File: src/rtl/prbs_seq_pkg.sv
// Shared types and widths for the PRBS test sequencer.
package prbs_seq_pkg;

    typedef enum logic [1:0] {
        IDLE = 2'd0,
        LOAD = 2'd1,
        RUN  = 2'd2,
        DONE = 2'd3
    } state_t;

    localparam int SEED_W = 32;
    localparam int N_W    = 8;

endpackage

File: src/rtl/prbs_test_sequencer_if.sv
// Link between the sequencer and the PRBS generator / pattern detector datapath.
interface prbs_test_sequencer_if;
    import prbs_seq_pkg::*;

    logic              prbs_rstn;
    logic [SEED_W-1:0] prbs_seed;
    logic [N_W-1:0]    prbs_n;
    logic              pattern_detected;

    modport master (
        output prbs_rstn,
        output prbs_seed,
        output prbs_n,
        input  pattern_detected
    );

    modport slave (
        input  prbs_rstn,
        input  prbs_seed,
        input  prbs_n,
        output pattern_detected
    );

endinterface

File: src/rtl/prbs_seq_timer.sv
// Up-counter with clear/enable and a terminal flag raised when cnt == limit-1.
module prbs_seq_timer #(
    parameter int CNT_W = 16
) (
    input  logic             clk,
    input  logic             rst,
    input  logic             clr,
    input  logic             en,
    input  logic [CNT_W-1:0] limit,
    output logic [CNT_W-1:0] cnt,
    output logic             tc
);

    logic [CNT_W-1:0] cnt_q, cnt_d;

    always_comb begin
        cnt_d = cnt_q;
        if (clr) begin
            cnt_d = '0;
        end else if (en) begin
            cnt_d = cnt_q + CNT_W'(1);
        end
    end

    always_ff @(posedge clk) begin
        if (rst) begin
            cnt_q <= '0;
        end else begin
            cnt_q <= cnt_d;
        end
    end

    assign cnt = cnt_q;
    assign tc  = (cnt_q == (limit - CNT_W'(1)));

endmodule

File: src/rtl/prbs_test_sequencer.sv
// Run controller for the PRBS generator + pattern detector pair.
// Define PRBS_SEQ_HITCNT_EN to add the saturating hit_count output.
//
//   state | meaning
//   IDLE  | PRBS path held in reset, waiting for start
//   LOAD  | PRBS path held in reset RST_CYCLES cycles to reload the seed
//   RUN   | PRBS released, watching pattern_detected against the budget
//   DONE  | PRBS keeps running, run status held until next start/abort
module prbs_test_sequencer
    import prbs_seq_pkg::*;
#(
    parameter int RST_CYCLES = 2,
    parameter int CNT_W      = 16
) (
    input  logic              CLK,
    input  logic              RST,
    input  logic              start,
    input  logic              abort,
    input  logic [SEED_W-1:0] cfg_seed,
    input  logic [N_W-1:0]    cfg_n,
    input  logic [CNT_W-1:0]  cfg_limit,
    prbs_test_sequencer_if.master dp,
    output logic              busy,
    output logic              done,
    output logic              pass,
    output logic              timeout,
    output logic              err,
    output logic [CNT_W-1:0]  hit_cycle
`ifdef PRBS_SEQ_HITCNT_EN
    ,
    output logic [15:0]       hit_count
`endif
);

    localparam logic [1:0] ST_IDLE = 2'(IDLE);
    localparam logic [1:0] ST_LOAD = 2'(LOAD);
    localparam logic [1:0] ST_RUN  = 2'(RUN);
    localparam logic [1:0] ST_DONE = 2'(DONE);

    localparam logic [CNT_W-1:0] LOAD_LIMIT = CNT_W'(RST_CYCLES);

    logic [1:0]        state_q, state_d;
    logic [SEED_W-1:0] seed_q, seed_d;
    logic [N_W-1:0]    n_q, n_d;
    logic [CNT_W-1:0]  limit_q, limit_d;
    logic              pass_q, pass_d;
    logic              timeout_q, timeout_d;
    logic              err_q, err_d;
    logic [CNT_W-1:0]  hit_cycle_q, hit_cycle_d;
    logic              prbs_rstn_q, prbs_rstn_d;
`ifdef PRBS_SEQ_HITCNT_EN
    logic [15:0]       hit_count_q, hit_count_d;
`endif

    logic             load_tc, run_tc;
    logic [CNT_W-1:0] run_cnt;
    logic [CNT_W-1:0] load_cnt_unused;
    logic             cfg_ok;

    assign cfg_ok = (cfg_n != '0) && (cfg_limit != '0);

    // Timers free-run only in their own state; abort clears them with the FSM.
    prbs_seq_timer #(.CNT_W(CNT_W)) u_load_timer (
        .clk   (CLK),
        .rst   (RST),
        .clr   (abort || (state_q != ST_LOAD)),
        .en    (state_q == ST_LOAD),
        .limit (LOAD_LIMIT),
        .cnt   (load_cnt_unused),
        .tc    (load_tc)
    );

    prbs_seq_timer #(.CNT_W(CNT_W)) u_run_timer (
        .clk   (CLK),
        .rst   (RST),
        .clr   (abort || (state_q != ST_RUN)),
        .en    (state_q == ST_RUN),
        .limit (limit_q),
        .cnt   (run_cnt),
        .tc    (run_tc)
    );

    always_comb begin
        state_d     = state_q;
        seed_d      = seed_q;
        n_d         = n_q;
        limit_d     = limit_q;
        pass_d      = pass_q;
        timeout_d   = timeout_q;
        err_d       = err_q;
        hit_cycle_d = hit_cycle_q;

        if (abort) begin
            state_d     = ST_IDLE;
            pass_d      = 1'b0;
            timeout_d   = 1'b0;
            err_d       = 1'b0;
            hit_cycle_d = '0;
        end else begin
            case (state_q)
                ST_IDLE, ST_DONE: begin
                    if (start) begin
                        pass_d      = 1'b0;
                        timeout_d   = 1'b0;
                        hit_cycle_d = '0;
                        if (cfg_ok) begin
                            state_d = ST_LOAD;
                            seed_d  = cfg_seed;
                            n_d     = cfg_n;
                            limit_d = cfg_limit;
                            err_d   = 1'b0;
                        end else begin
                            state_d = ST_DONE;
                            err_d   = 1'b1;
                        end
                    end
                end
                ST_LOAD: begin
                    if (load_tc) begin
                        state_d = ST_RUN;
                    end
                end
                ST_RUN: begin
                    // Detection is checked first so a hit on the last budget cycle passes.
                    if (dp.pattern_detected) begin
                        state_d     = ST_DONE;
                        pass_d      = 1'b1;
                        hit_cycle_d = run_cnt;
                    end else if (run_tc) begin
                        state_d   = ST_DONE;
                        timeout_d = 1'b1;
                    end
                end
                default: state_d = ST_IDLE;
            endcase
        end

        prbs_rstn_d = (state_d == ST_RUN) || (state_d == ST_DONE);

`ifdef PRBS_SEQ_HITCNT_EN
        hit_count_d = hit_count_q;
        if ((state_q == ST_RUN) && (state_d == ST_DONE) && pass_d &&
            (hit_count_q != 16'hFFFF)) begin
            hit_count_d = hit_count_q + 16'd1;
        end
`endif
    end

    always_ff @(posedge CLK) begin
        if (RST) begin
            state_q     <= ST_IDLE;
            seed_q      <= '0;
            n_q         <= '0;
            limit_q     <= '0;
            pass_q      <= 1'b0;
            timeout_q   <= 1'b0;
            err_q       <= 1'b0;
            hit_cycle_q <= '0;
            prbs_rstn_q <= 1'b0;
`ifdef PRBS_SEQ_HITCNT_EN
            hit_count_q <= '0;
`endif
        end else begin
            state_q     <= state_d;
            seed_q      <= seed_d;
            n_q         <= n_d;
            limit_q     <= limit_d;
            pass_q      <= pass_d;
            timeout_q   <= timeout_d;
            err_q       <= err_d;
            hit_cycle_q <= hit_cycle_d;
            prbs_rstn_q <= prbs_rstn_d;
`ifdef PRBS_SEQ_HITCNT_EN
            hit_count_q <= hit_count_d;
`endif
        end
    end

    assign dp.prbs_rstn = prbs_rstn_q;
    assign dp.prbs_seed = seed_q;
    assign dp.prbs_n    = n_q;

    assign busy      = (state_q == ST_LOAD) || (state_q == ST_RUN);
    assign done      = (state_q == ST_DONE);
    assign pass      = pass_q;
    assign timeout   = timeout_q;
    assign err       = err_q;
    assign hit_cycle = hit_cycle_q;
`ifdef PRBS_SEQ_HITCNT_EN
    assign hit_count = hit_count_q;
`endif

endmodule

File: src/flat_wrapper.sv
// flat-port wrapper written by rule: the top's interface ports become plain ports
module prbs_test_sequencer_flat import prbs_seq_pkg::*;
#(
    parameter int RST_CYCLES = 2,
    parameter int CNT_W      = 16
)
  (CLK, RST, start, abort, cfg_seed, cfg_n, cfg_limit, busy, done, pass, timeout, err, hit_cycle, dp_prbs_rstn, dp_prbs_seed, dp_prbs_n, dp_pattern_detected);
  prbs_test_sequencer_if dp_i ();
  input  logic CLK;
  input  logic RST;
  input  logic start;
  input  logic abort;
  input  logic [SEED_W-1:0] cfg_seed;
  input  logic [N_W-1:0] cfg_n;
  input  logic [CNT_W-1:0] cfg_limit;
  output logic busy;
  output logic done;
  output logic pass;
  output logic timeout;
  output logic err;
  output logic [CNT_W-1:0] hit_cycle;
  output wire logic [$bits(dp_i.prbs_rstn)-1:0] dp_prbs_rstn;
  output wire logic [$bits(dp_i.prbs_seed)-1:0] dp_prbs_seed;
  output wire logic [$bits(dp_i.prbs_n)-1:0] dp_prbs_n;
  input wire logic [$bits(dp_i.pattern_detected)-1:0] dp_pattern_detected;
  assign dp_prbs_rstn = dp_i.prbs_rstn;
  assign dp_prbs_seed = dp_i.prbs_seed;
  assign dp_prbs_n = dp_i.prbs_n;
  assign dp_i.pattern_detected = dp_pattern_detected;
  prbs_test_sequencer #(.RST_CYCLES(RST_CYCLES), .CNT_W(CNT_W)) u_core (.CLK(CLK), .RST(RST), .start(start), .abort(abort), .cfg_seed(cfg_seed), .cfg_n(cfg_n), .cfg_limit(cfg_limit), .dp(dp_i), .busy(busy), .done(done), .pass(pass), .timeout(timeout), .err(err), .hit_cycle(hit_cycle));
endmodule
File: config.mk
export PLATFORM = sky130hd
export DESIGN_NAME = prbs_test_sequencer_flat
export DESIGN_NICKNAME = d
export VERILOG_FILES = /design/src/rtl/prbs_seq_pkg.sv /design/src/rtl/prbs_test_sequencer_if.sv /design/src/rtl/prbs_seq_timer.sv /design/src/rtl/prbs_test_sequencer.sv /design/src/flat_wrapper.sv
export SDC_FILE = /design/constraint.sdc
export NUM_CORES = 1
export LEC_CHECK = 0
export CORE_MARGIN = 1.5
export CORE_UTILIZATION = 47
export CTS_CLUSTER_SIZE = 24
export DETAILED_ROUTE_END_ITERATION = 16
export PLACE_DENSITY = 0.79
export SLEW_MARGIN = 10
export SYNTH_ARGS = -nofsm -noshare
export SYNTH_HDL_FRONTEND = slang
export SYNTH_SLANG_ARGS = --single-unit
export TNS_END_PERCENT = 1
File: constraint.sdc
create_clock -name CLK -period 6.8 [get_ports CLK]
set_input_delay 0.68 -clock CLK [delete_from_list [all_inputs] [get_ports CLK]]
set_output_delay 0.68 -clock CLK [all_outputs]
set_load 0.02 [all_outputs]
Word level (Yosys, flattened, before mapping)
Cells that the tools add are included.

cells by class
  $add $sub $neg = 3
  eq/ne operators = 13
  mux-type cells = 17
  bitwise operators = 1
  reductions and logical operators = 17

operators by type and width
  operator                                                                count
  16-bit by 1-bit adder with 16-bit output, second input constant         2
  16-bit 2-to-1 mux                                                       2
  16-bit one-hot mux with 2 select lines                                  1
  16-bit by 1-bit equality test with 1-bit output, second input constant  1
  16-bit equality test                                                    1
  16-bit nonzero test                                                     1
  16-bit by 1-bit subtractor with 16-bit output, second input constant    1
  2-bit 2-to-1 mux                                                        6
  2-bit equality test, second input constant                              4
  2-bit != test, second input constant                                    4
  4-bit AND reduction                                                     2
  8-bit nonzero test                                                      1
  2-bit OR reduction                                                      4
  2-bit one-hot mux with 3 select lines                                   1
  1-bit 2-to-1 mux                                                        5
  1-bit logical OR                                                        4
  2-bit by 1-bit != test with 1-bit output, second input constant         2
  1-bit one-hot mux with 2 select lines                                   2
  3-bit AND reduction                                                     1
  2-bit by 1-bit equality test with 1-bit output, second input constant   1
  2-bit zero test                                                         1
  2-bit AND reduction                                                     1
  2-bit nonzero test                                                      1
  1-bit logical AND                                                       1
  1-bit inverter                                                          1

storage, ports and cells
  register bits after elaboration = 110

Logic depth before layout (Yosys ltp)
  depth after elaboration = 8
  gate-level depth with buffers = 11

Modules after synthesis
Synthesis repeated with hierarchy kept, for this count alone.

unflattened totals
  cells, all modules = 678
  area total of the unflattened synthesis = 5943.2 sq um

by module, submodules not included
  module               instances  cells each  area each (sq um)  sequential area each (sq um)
  prbs_test_sequencer  1          366         3525.9             1561.5
  prbs_seq_timer       2          156         1208.7             320.3

Least setup slack after synthesis
No wires, ideal clock.

  path kind = reg-to-reg
  from = reg u_core.state_q[0]
  to = reg u_core.n_q[3] (netlist: u_core.dp.prbs_n[3])
  setup time = 132 ps
  arrival = 2082 ps
  required time = 6668 ps
  path slack = 4586 ps
  cell stages (with the launch flop) = 12
  period minus slack after synthesis = 2214 ps
  cell sequence = dfxtp_1 -> inv_1 -> ha_1 -> clkbuf_1 -> nand2_1 -> a21oi_1 -> nand2_1 -> or2_2 -> clkbuf_1 -> buf_1 -> nand2_1 -> a21oi_1

on the way
  word-level cells in the longest chain between the ends = 3
  elaborated cells on any way between the ends = 4
  those cells by class = eq/ne: 1; reduce/logical: 3

ends and longest elaborated chain
  element                                                 line                        RTL
  start, declared                                         prbs_test_sequencer.sv:42   logic [1:0] state_q, state_d;
  start signal, assigned                                  prbs_test_sequencer.sv:164  state_q <= state_d;
  2-bit equality test or 2-bit zero test (tied branches)  prbs_test_sequencer.sv:100  case (state_q)
  2-bit OR reduction *                                    prbs_test_sequencer.sv:100
  4-bit AND reduction (no line) *                         --
  end signal, assigned                                    prbs_test_sequencer.sv:166  n_q <= n_d;
  end, declared                                           prbs_test_sequencer.sv:44   logic [N_W-1:0] n_q, n_d;

Every way passes the cells marked *; elsewhere a longest branch is shown, timed or not.
A chain may end at the register's enable or synchronous reset.

Worst setup path after layout
  from = reg u_core.state_q[0]
  to = reg u_core.seed_q[23] (netlist: u_core.dp.prbs_seed[23])

on the way
  word-level cells in the longest chain between the ends = 3
  elaborated cells on any way between the ends = 4
  those cells by class = eq/ne: 1; reduce/logical: 3

ends and longest elaborated chain
  element                                                 line                        RTL
  2-bit equality test or 2-bit zero test (tied branches)  prbs_test_sequencer.sv:100
  2-bit OR reduction *                                    prbs_test_sequencer.sv:100
  4-bit AND reduction (no line) *                         --
  end signal, assigned                                    prbs_test_sequencer.sv:152  seed_q <= '0;
  end signal, assigned                                    prbs_test_sequencer.sv:165  seed_q <= seed_d;
  end, declared                                           prbs_test_sequencer.sv:43   logic [SEED_W-1:0] seed_q, seed_d;

Marked as above.

==> impl_metrics.tcl <==
set metrics [dict create \
    status "finished, final reports clean" \
    final-setup-viol-count 0 \
    ys_seq_area_share_pct 47.2 \
    peakVddDrop_mv 0.221 \
    crit_chain "inv_1 -> ha_1 -> nand2_1 -> a21oi_1 -> nand2_1 -> nor2_4 -> nand2_1 -> a21oi_1" \
    p_comb_share_pct 16.2 \
    power_density_nw_per_um2 212 \
    numCtsBuffers 9 \
    clock_power_share_pct 31.7 \
    fp.dieW_um 103 \
    worstPathRequired_ns 7.12 \
    critPathKind "reg2reg" \
    clockRootBuffer "clkbuf_8" \
    critPathArrivalTime_ns 3.33 \
    antenna_found_initial 0 \
    drc 0 \
    place_congestion 0.771 \
    cp-end-kind "flop" \
    fin_hold_ws_ns 0.461 \
    p_sw_uw 364 \
    cp_common_cell "nand2_1" \
    maxCapViolCount 0 \
    drtPass1Iterations 5 \
    coreArea_um2 9680 \
    synth_area_per_cell_um2 8.04 \
    p_int_uw 940 \
    synth_top_area_share_pct 47.2 \
    cp_slowest_cell "nor2_4" \
    io_pins 123 \
    synth.most_common_cell "nand2_1" \
    die_h_um 103 \
    drv_slew 0 \
    track_usage_pct 22.9 \
    period_minus_slack_ns 3.02 \
    grt_pass1_wl_mm 18.9 \
    hold_violations 0 \
    synth-seq-cells 110 \
    fillCellCount 836 \
    cts_tree "built" \
    path_clk_slew_ns 0.10 \
    post_cts_buffers 0 \
    ys_top_cells_by_area "dfxtp_1 (47%), nand2_1 (11%), a21oi_1 (7.6%), nor2_1 (4.8%), xor2_1 (4.5%)" \
    ant_nets 0 \
    switching_share_pct 27.9 \
    hold_path.class "reg2reg" \
    initial_utilization_pct 48.2 \
    power_leakage_uw 0.00209 \
    dpl.hpwl_mm 8.41 \
    path_max_fanout 56 \
    synth_ff_type "dfxtp_1" \
    cp-start-kind "flop" \
    tightestPinTransition_ns 1.16 \
    seq_power_share_pct 52.1 \
    yosysWarnings 0 \
    clkLatencyLatePin_ns 0.39 \
    synth_edf_count 0 \
    clk_path_buf_depth 2 \
    routedWlPerCell_um 13.9 \
    tns_ns 0 \
    synth.net_count 649 \
    cp_top_family "simple AND/OR/NAND/NOR gates" \
    n_antenna_cell 0 \
    cts_htree_levels 3 \
    viasPerCell 5.27 \
    ctsHoldBuffers 0 \
    fin_nets 752 \
    via_count 4327 \
    synth_area_um2 4660 \
    synthTopCellsByCount "nand2_1 (139), dfxtp_1 (110), a21oi_1 (71), nor2_1 (60), clkbuf_1 (30)" \
    std_cell_rows 36 \
    drt_iter0_markers 110 \
    fmax_mhz 331 \
    clock_sinks 110 \
    drive_above_1_share_pct 4.07 \
    port_buffers 122 \
    grt_pass1_vias 4165 \
    grt_overflow 0 \
    drt_wl_total_mm 11.4 \
    grt_max_degree 59 \
    yosysTopAreaCell "dfxtp_1" \
    die-area_um2 10500 \
    fin_skew_ns 0.0119 \
    cts_resized 0 \
    synth_cells 580 \
    finalCritPeriodShare_pct 44.4 \
    critPathMaxStageDelay_ns 0.89 \
    path_buf_inv 1 \
    rsz0062_at_grt "false" \
    async_flop_share_pct 0 \
    slew_headroom_pct 22.5 \
    synth_cell_types 43 \
    stdcell_area_um2 6150 \
    synthToLayoutAreaGrowth_pct 31.9 \
    dpl_cell_area_um2 5940 \
]
==> metal layers <==
metal  vias up  GRT usage, %  wire length [µm]
li1       2164             -                 -
met1      2017          24.8              4570
met2       131          39.9              5680
met3        15          9.22               911
met4         0          9.59               247
met5         -             0                 0
==> stage by stage <==
stage / setup slack, ns / std cells / util, % / total power, µW
3_3_place_gp: 3.53 / 804 / 61.3 / 895
2_1_floorplan: 4.59 / 580 / - / 812
4_1_cts: 3.77 / 820 / 63.4 / 1310
5_1_grt: 3.52 / 821 / 63.5 / 1360
6_report: 3.78 / 821 / 63.5 / 1300
3_5_place_dp: 3.47 / 804 / 61.3 / 902
==> flip-flops by register name, summed over array words and instances, names as in the netlist <==
register,cells
u_core.hit_cycle,16
u_core.u_load_timer.cnt,16
u_core.err,1
u_core.dp.prbs_seed,32
u_core.timeout,1
u_core.dp.prbs_rstn,1
u_core.u_run_timer.cnt,16
u_core.state_q,2
u_core.pass,1
u_core.dp.prbs_n,8
u_core.limit_q,16
==> placed cells by master (no fill, tap or decap), types with 5 or more instances in the layout <==
cell type        instances
a21oi_1                 71
inv_1                    9
clkbuf_8                 9
nor2_1                  59
clkdlybuf4s50_1        121
ha_1                     8
nand3_1                 16
nor3_1                  10
nor4_1                  11
dfxtp_1                110
a22oi_1                 15
or3_1                    6
xnor2_1                 17
o21ai_0                  8
and3_1                   5
nand2_1                139
xor2_1                  24
nand4_1                  9
==> power by group through the flow <==
stage               clock (µW)  combinational, µW  sequential, µW
floorplan                    0                104             707
global placement             0                202             693
detailed placement           0                208             694
CTS                        421                209             679
global route               446                230             682
finish                     413                211             679
==> final timing paths <==
kind	startpoint	to	slack, ns	depth (start not counted)
worst max register to register	u_core.state_q[0]$_SDFF_PP0_	u_core.dp.prbs_seed[23]$_SDFFE_PP0P_	3.78	8
worst min register to register	u_core.dp.prbs_seed[19]$_SDFFE_PP0P_	u_core.dp.prbs_seed[19]$_SDFFE_PP0P_	0.46	2
worst max-delay path	u_core.state_q[0]$_SDFF_PP0_	u_core.dp.prbs_seed[23]$_SDFFE_PP0P_	3.78	8
worst min-delay path	u_core.dp.prbs_seed[19]$_SDFFE_PP0P_	u_core.dp.prbs_seed[19]$_SDFFE_PP0P_	0.46	2
==> area by class of cell <==
type | instances | area, µm² | area share, %
Clock inverter | 6 | 80.1 | 1.30
Multi-Input combinational cell | 430 | 2320 | 37.7
Inverter | 9 | 33.8 | 0.549
Tap cell | 133 | 166 | 2.70
Clock buffer | 10 | 128 | 2.07
Timing Repair Buffer | 123 | 1220 | 19.9
Sequential cell | 110 | 2200 | 35.8
==> worst reg2reg max path, delay by kind of cell (launching register included) <==
kind	cells	cell delay (ns)
fa+ha+maj	1	0.44
compound gates	2	0.50
flops	1	0.45
simple gates	4	1.47
buf+inv	1	0.11
==> kinds of logic after synthesis <==
group	Yosys count	share of synthesized area, %
buf+inv	40	3.22
fa+ha+maj	8	2.15
xor+xnor	41	7.70
simple gates	270	25.8
compound gates	111	13.9
flops	110	47.2
Power figures use the tool's default switching activity.
==> edit 1 (same flow settings) <==
Make the reset (`RST` and `rst`) asynchronous in 2 clocked blocks.
--- a/src/rtl/prbs_seq_timer.sv
+++ b/src/rtl/prbs_seq_timer.sv
@@ -24,3 +24,3 @@
 
-    always_ff @(posedge clk) begin
+    always_ff @(posedge clk or posedge rst) begin
         if (rst) begin
--- a/src/rtl/prbs_test_sequencer.sv
+++ b/src/rtl/prbs_test_sequencer.sv
@@ -148,3 +148,3 @@
 
-    always_ff @(posedge CLK) begin
+    always_ff @(posedge CLK or posedge RST) begin
         if (RST) begin
Function: differs if RST is asserted again (counterexample within 4 cycles, from zero or initial values and one cycle with RST high); with RST held inactive, the same outputs for 4 cycles.
==> edit 1 against the original RTL <==
- synthesized area increased by 11%
- wire length decreased by 1.6%
- largest cell class is now sequential cells
- sequential cell count unchanged
- design area is 9.3% higher
- setup slack gained 0.17 ns
- critical path type is now register to primary output
- sequential share of layout area increased by 5.1 points
- non-clock buffer count grew 1
- core utilization decreased by 1.2 points
Power is not compared: it rests on default switching activity, and its combinational part moved more than twofold at a synthesized area within 25%.
==> edit 1: results (changes against the original RTL) <==
* Outcome: completed
* Fraction of registers with async set/reset at 100% (+100 points)
* Vias per Instance at 5.43 (+3.0%)
* CP peak stage delay at 0.66 ns (-0.23 ns)
* Pre-CTS WS at 3.38 ns (-0.0996 ns)
* Sequential share of the synthesized area at 53.0% (+5.8 points)
* Adder-cell share of the synthesized area at 1.93% (-0.22 points)
* Count of different cell masters after synthesis at 46 (+7.0%)
* H-Tree Depth at 3 (unchanged)
* Final Net Count at 637 (-15%)
* I/O Buffers at 122 (unchanged)
* Peak VDD IR at 0.248 mV
* Vias in the first global route at 3897 (-6.4%)
* Slowest-stage cell, CP: clkdlybuf4s50_1
* Area post-placement at 6500 sq um (+9.5%)
* Clk slew on worst S/H paths at 0.10 ns (about the same)
* DRT Pass-1 Iters at 4 (-1)
* Worst hold path class: register to register
* Data arrival, critical path at 2.17 ns (-1.16 ns)
* Worst-Skew Late Latency at 0.37 ns (-0.02 ns)
* Routability cong. at 0.803 (+4.1%)
* First-pass GRT wire length at 18800 microns (-0.54%)
* Syn nets at 526 (-19%)
* Iter 0 DRT Violations at 204 (+85%)
* Largest net degree at the start of global routing at 67 (+14%)
* # resized after CTS at 0 (unchanged)
* Share of cells above drive strength 1 at 14.1% (+10 points)
* Skew final at 0.0112 ns (-0.000673 ns)
* Total track usage at 20.4% (-2.6 points)
* Synth area leaders: dfrtp_1, mux2_2, xor2_1
* HPWL Detailed at 8380 microns (-0.32%)
* CP top delay family: buffers and inverters
* Number of flip-flops in the largest register at 32 (unchanged)
* Compound-Gate Fraction of Synth Area at 9.04% (-4.8 points)
* Synth Area in XOR/XNOR at 6.07% (-1.6 points)
* Most frequent cells after synthesis: dfrtp_1, mux2_2, nor2_1, xor2_1, a21oi_1
* WL final at 11200 microns (-1.6%)
* Critical Path Fanout Max at 9 (-84%)
* Initial antenna violation count at 0 (unchanged)
* Clock buffer depth at 2 (unchanged)
* Static Leak at 2.74 nW
* Diodes inserted at 0 (unchanged)
* Slew @ Worst Pin at 0.994 ns (-0.166 ns)
* Post-synthesis mux area share at 12.4% (+12 points)
[edit 1: final timing paths]
check                                            from                           to  slack (ns)  cells past startpoint
min                        u_core.u_load_timer.cnt[0]   u_core.u_load_timer.cnt[0]        0.51                      1
min reg2reg                u_core.u_load_timer.cnt[0]   u_core.u_load_timer.cnt[0]        0.51                      1
max in group asynchronous                         RST  u_core.u_load_timer.cnt[13]        4.86                      3
min in group asynchronous                         RST      u_core.dp.prbs_seed[28]        0.71                      2
max reg2reg                         u_core.limit_q[0]               u_core.timeout        4.24                      7
max                                 u_core.state_q[0]                         busy        3.95                      4
[edit 1: cell families (layout without fill, tap and decap cells)]
family / after synthesis / in the layout
AOI/OAI and AO/OA: 70 / 70
xor gates and xnor gates: 36 / 36
adders and majority gates: 8 / 8
buffers and inverters: 37 / 153
DFF: 110 / 110
muxes: 57 / 57
and+or+nand+nor: 139 / 139
[edit 1: per-stage QoR]
stage	cells	utilization, %
5_1_grt	713	62.3
2_1_floorplan	457	-
6_report	713	62.3
4_1_cts	713	62.3
3_3_place_gp	697	60.2
3_5_place_dp	697	60.2
[edit 1: metal layers]
metal	share of wire, %	wire length [microns]	vias to the layer above	GRT usage, %
li1	-	-	1872	-
met2	46	5180	120	31.9
met5	0	0	-	0
met3	8.1	914	12	7.23
met4	1.2	136	0	6.02
met1	44	5000	1868	26.7
[edit 1: final cells by class]
type	instances	area (sq um)
clock inverters	5	66.3
well taps	140	175
repair buffers	124	1240
fillers	844	4070
clock buffers	11	151
inverters	13	51.3
multi-input cells	310	2290
flip-flops and latches	110	2750
[edit 1: where the power goes]
group / switching, mW / leakage (nW) / internal (mW)
Sequential: 0.159 / 1.41 / 0.829
Combinational: 0.464 / 1.23 / 0.495
Clock: 0.222 / 0.108 / 0.194
==> edit 2 (same flow settings) <==
Made on the original files. `CNT_W` is set to 16 in 3 places; all go to 14.
--- a/src/rtl/prbs_seq_timer.sv
+++ b/src/rtl/prbs_seq_timer.sv
@@ -2,3 +2,3 @@
 module prbs_seq_timer #(
-    parameter int CNT_W = 16
+    parameter int CNT_W = 14
 ) (
--- a/src/rtl/prbs_test_sequencer.sv
+++ b/src/rtl/prbs_test_sequencer.sv
@@ -12,3 +12,3 @@
     parameter int RST_CYCLES = 2,
-    parameter int CNT_W      = 16
+    parameter int CNT_W      = 14
 ) (
--- a/src/flat_wrapper.sv
+++ b/src/flat_wrapper.sv
@@ -4,3 +4,3 @@
     parameter int RST_CYCLES = 2,
-    parameter int CNT_W      = 16
+    parameter int CNT_W      = 14
 )
Ports: changed (resized cfg_limit and hit_cycle); port bits go from 123 to 119. The function was not compared with the original's and may differ.
==> edit 2 against the original RTL <==
- setup slack improved by 0.29 ns
- clock power fell by 1%
- design area fell by 6.0%
- wire length fell by 6.2%
- sequential cell count fell by 8
- synthesized area fell by 6.1%
- clock skew fell by 0.00057 ns
- power fell by 5.1%
- global-route usage fell by 1.0 points
- critical path type is now input port to register
==> edit 2: results (changes against the original RTL) <==
* I/O Buffers at 118 (-3.3%)
* Pre-CTS WS at 3.76 ns (+0.281 ns)
* Static Leak at 1.99 nW (-4.4%)
* Clk slew on worst S/H paths at 0.09 ns
* Share of cells above drive strength 1 at 4.38% (+0.31 points)
* Peak VDD IR at 0.120 mV (-46%)
* Fillers at 803 (-3.9%)
* Data arrival, critical path at 3.01 ns (-0.32 ns)
* Synth area leaders: dfxtp_1, nand2_1, a21oi_1
* DRT Pass-1 Iters at 4 (-1)
* Skew final at 0.0113 ns (-0.000571 ns)
* Clock buffer depth at 2 (unchanged)
* First-pass GRT wire length at 17600 microns (-7.0%)
* Hold path start: u_core.dp.prbs_n[6]
* HPWL Detailed at 7740 microns (-8.0%)
* Total track usage at 21.9% (-1.0 points)
* Vias post-DR at 3959 (-8.5%)
* Syn nets at 604 (-6.9%)
* Vias in the first global route at 3770 (-9.5%)
* Slew @ Worst Pin at 1.13 ns (-0.0350 ns)
* Outcome: completed
* Iter 0 DRT Violations at 220 (+100%)
* Final Net Count at 701 (-6.8%)
* Most frequent cells after synthesis: nand2_1, dfxtp_1, a21oi_1, nor2_1, clkbuf_1
* Largest net degree at the start of global routing at 57 (-3.4%)
* Critical Path Fanout Max at 54 (-3.6%)
* Count of different cell masters after synthesis at 45 (+4.7%)
* Crit. Startpoint: cfg_limit[13]
==> edit 2: critical path, cell delays in order <==
cell and delay [ns]:
clkdlybuf4s50_1 0.42, nor4_1 0.44, nand4_1 0.18, nand2_1 0.16, or2_2 0.77, nand2_1 0.14, a21oi_1 0.18
==> edit 2: power breakdown <==
part,internal (mW),switching [mW],total [mW]
clock,0.207,0.200,0.407
combinational,0.0938,0.104,0.198
sequential,0.616,0.0167,0.633
==> edit 2: cell type report <==
| type | instances | share of cell area (%) |
|---|---|---|
| inverter | 11 | 0.714 |
| sequential | 102 | 35.3 |
| multi-input combinational | 392 | 37.5 |
| clock inverter | 6 | 1.49 |
| tap | 111 | 2.40 |
| timing repair buffer | 118 | 20.3 |
| clock buffer | 10 | 2.21 |
==> edit 2: metrics by stage <==
stage,cells,utilization (%),hold WS (ns),cell area (sq um),power [mW]
2_1_floorplan,537,-,0.445,4380,0.758
3_3_place_gp,734,60.8,0.441,5570,0.837
3_5_place_dp,734,60.8,0.447,5570,0.842
4_1_cts,750,63.2,0.460,5780,1.25
5_1_grt,750,63.2,0.479,5780,1.30
6_report,750,63.2,0.459,5780,1.24
==> edit 2: final timing paths <==
| path | to | slack [ns] | cells past startpoint |
|---|---|---|---|
| max reg2reg | u_core.dp.prbs_seed[10] | 4.12 | 8 |
| min | u_core.dp.prbs_n[6] | 0.46 | 2 |
| min reg2reg | u_core.dp.prbs_n[6] | 0.46 | 2 |
| max | u_core.dp.prbs_seed[9] | 4.07 | 7 |
==> edit 2: per-layer routing <==
layer / up-vias / GRT usage [%] / wire length [microns]
met4: 0 / 7.69 / 204
met5: - / 0 / 0
met1: 1863 / 28.4 / 4770
met3: 15 / 4.43 / 403
li1: 1996 / - / -
met2: 85 / 36.5 / 5330
==> edit 2: cells by family (layout without fill, tap and decap cells) <==
family | count (synthesis) | after routing | synth area share (%)
and+or+nand+nor | 245 | 245 | 25.3
DFF | 102 | 102 | 46.6
AOI/OAI and AO/OA | 99 | 99 | 13.8
buffers and inverters | 43 | 145 | 3.94
xor gates and xnor gates | 40 | 40 | 8.00
adders and majority gates | 8 | 8 | 2.29
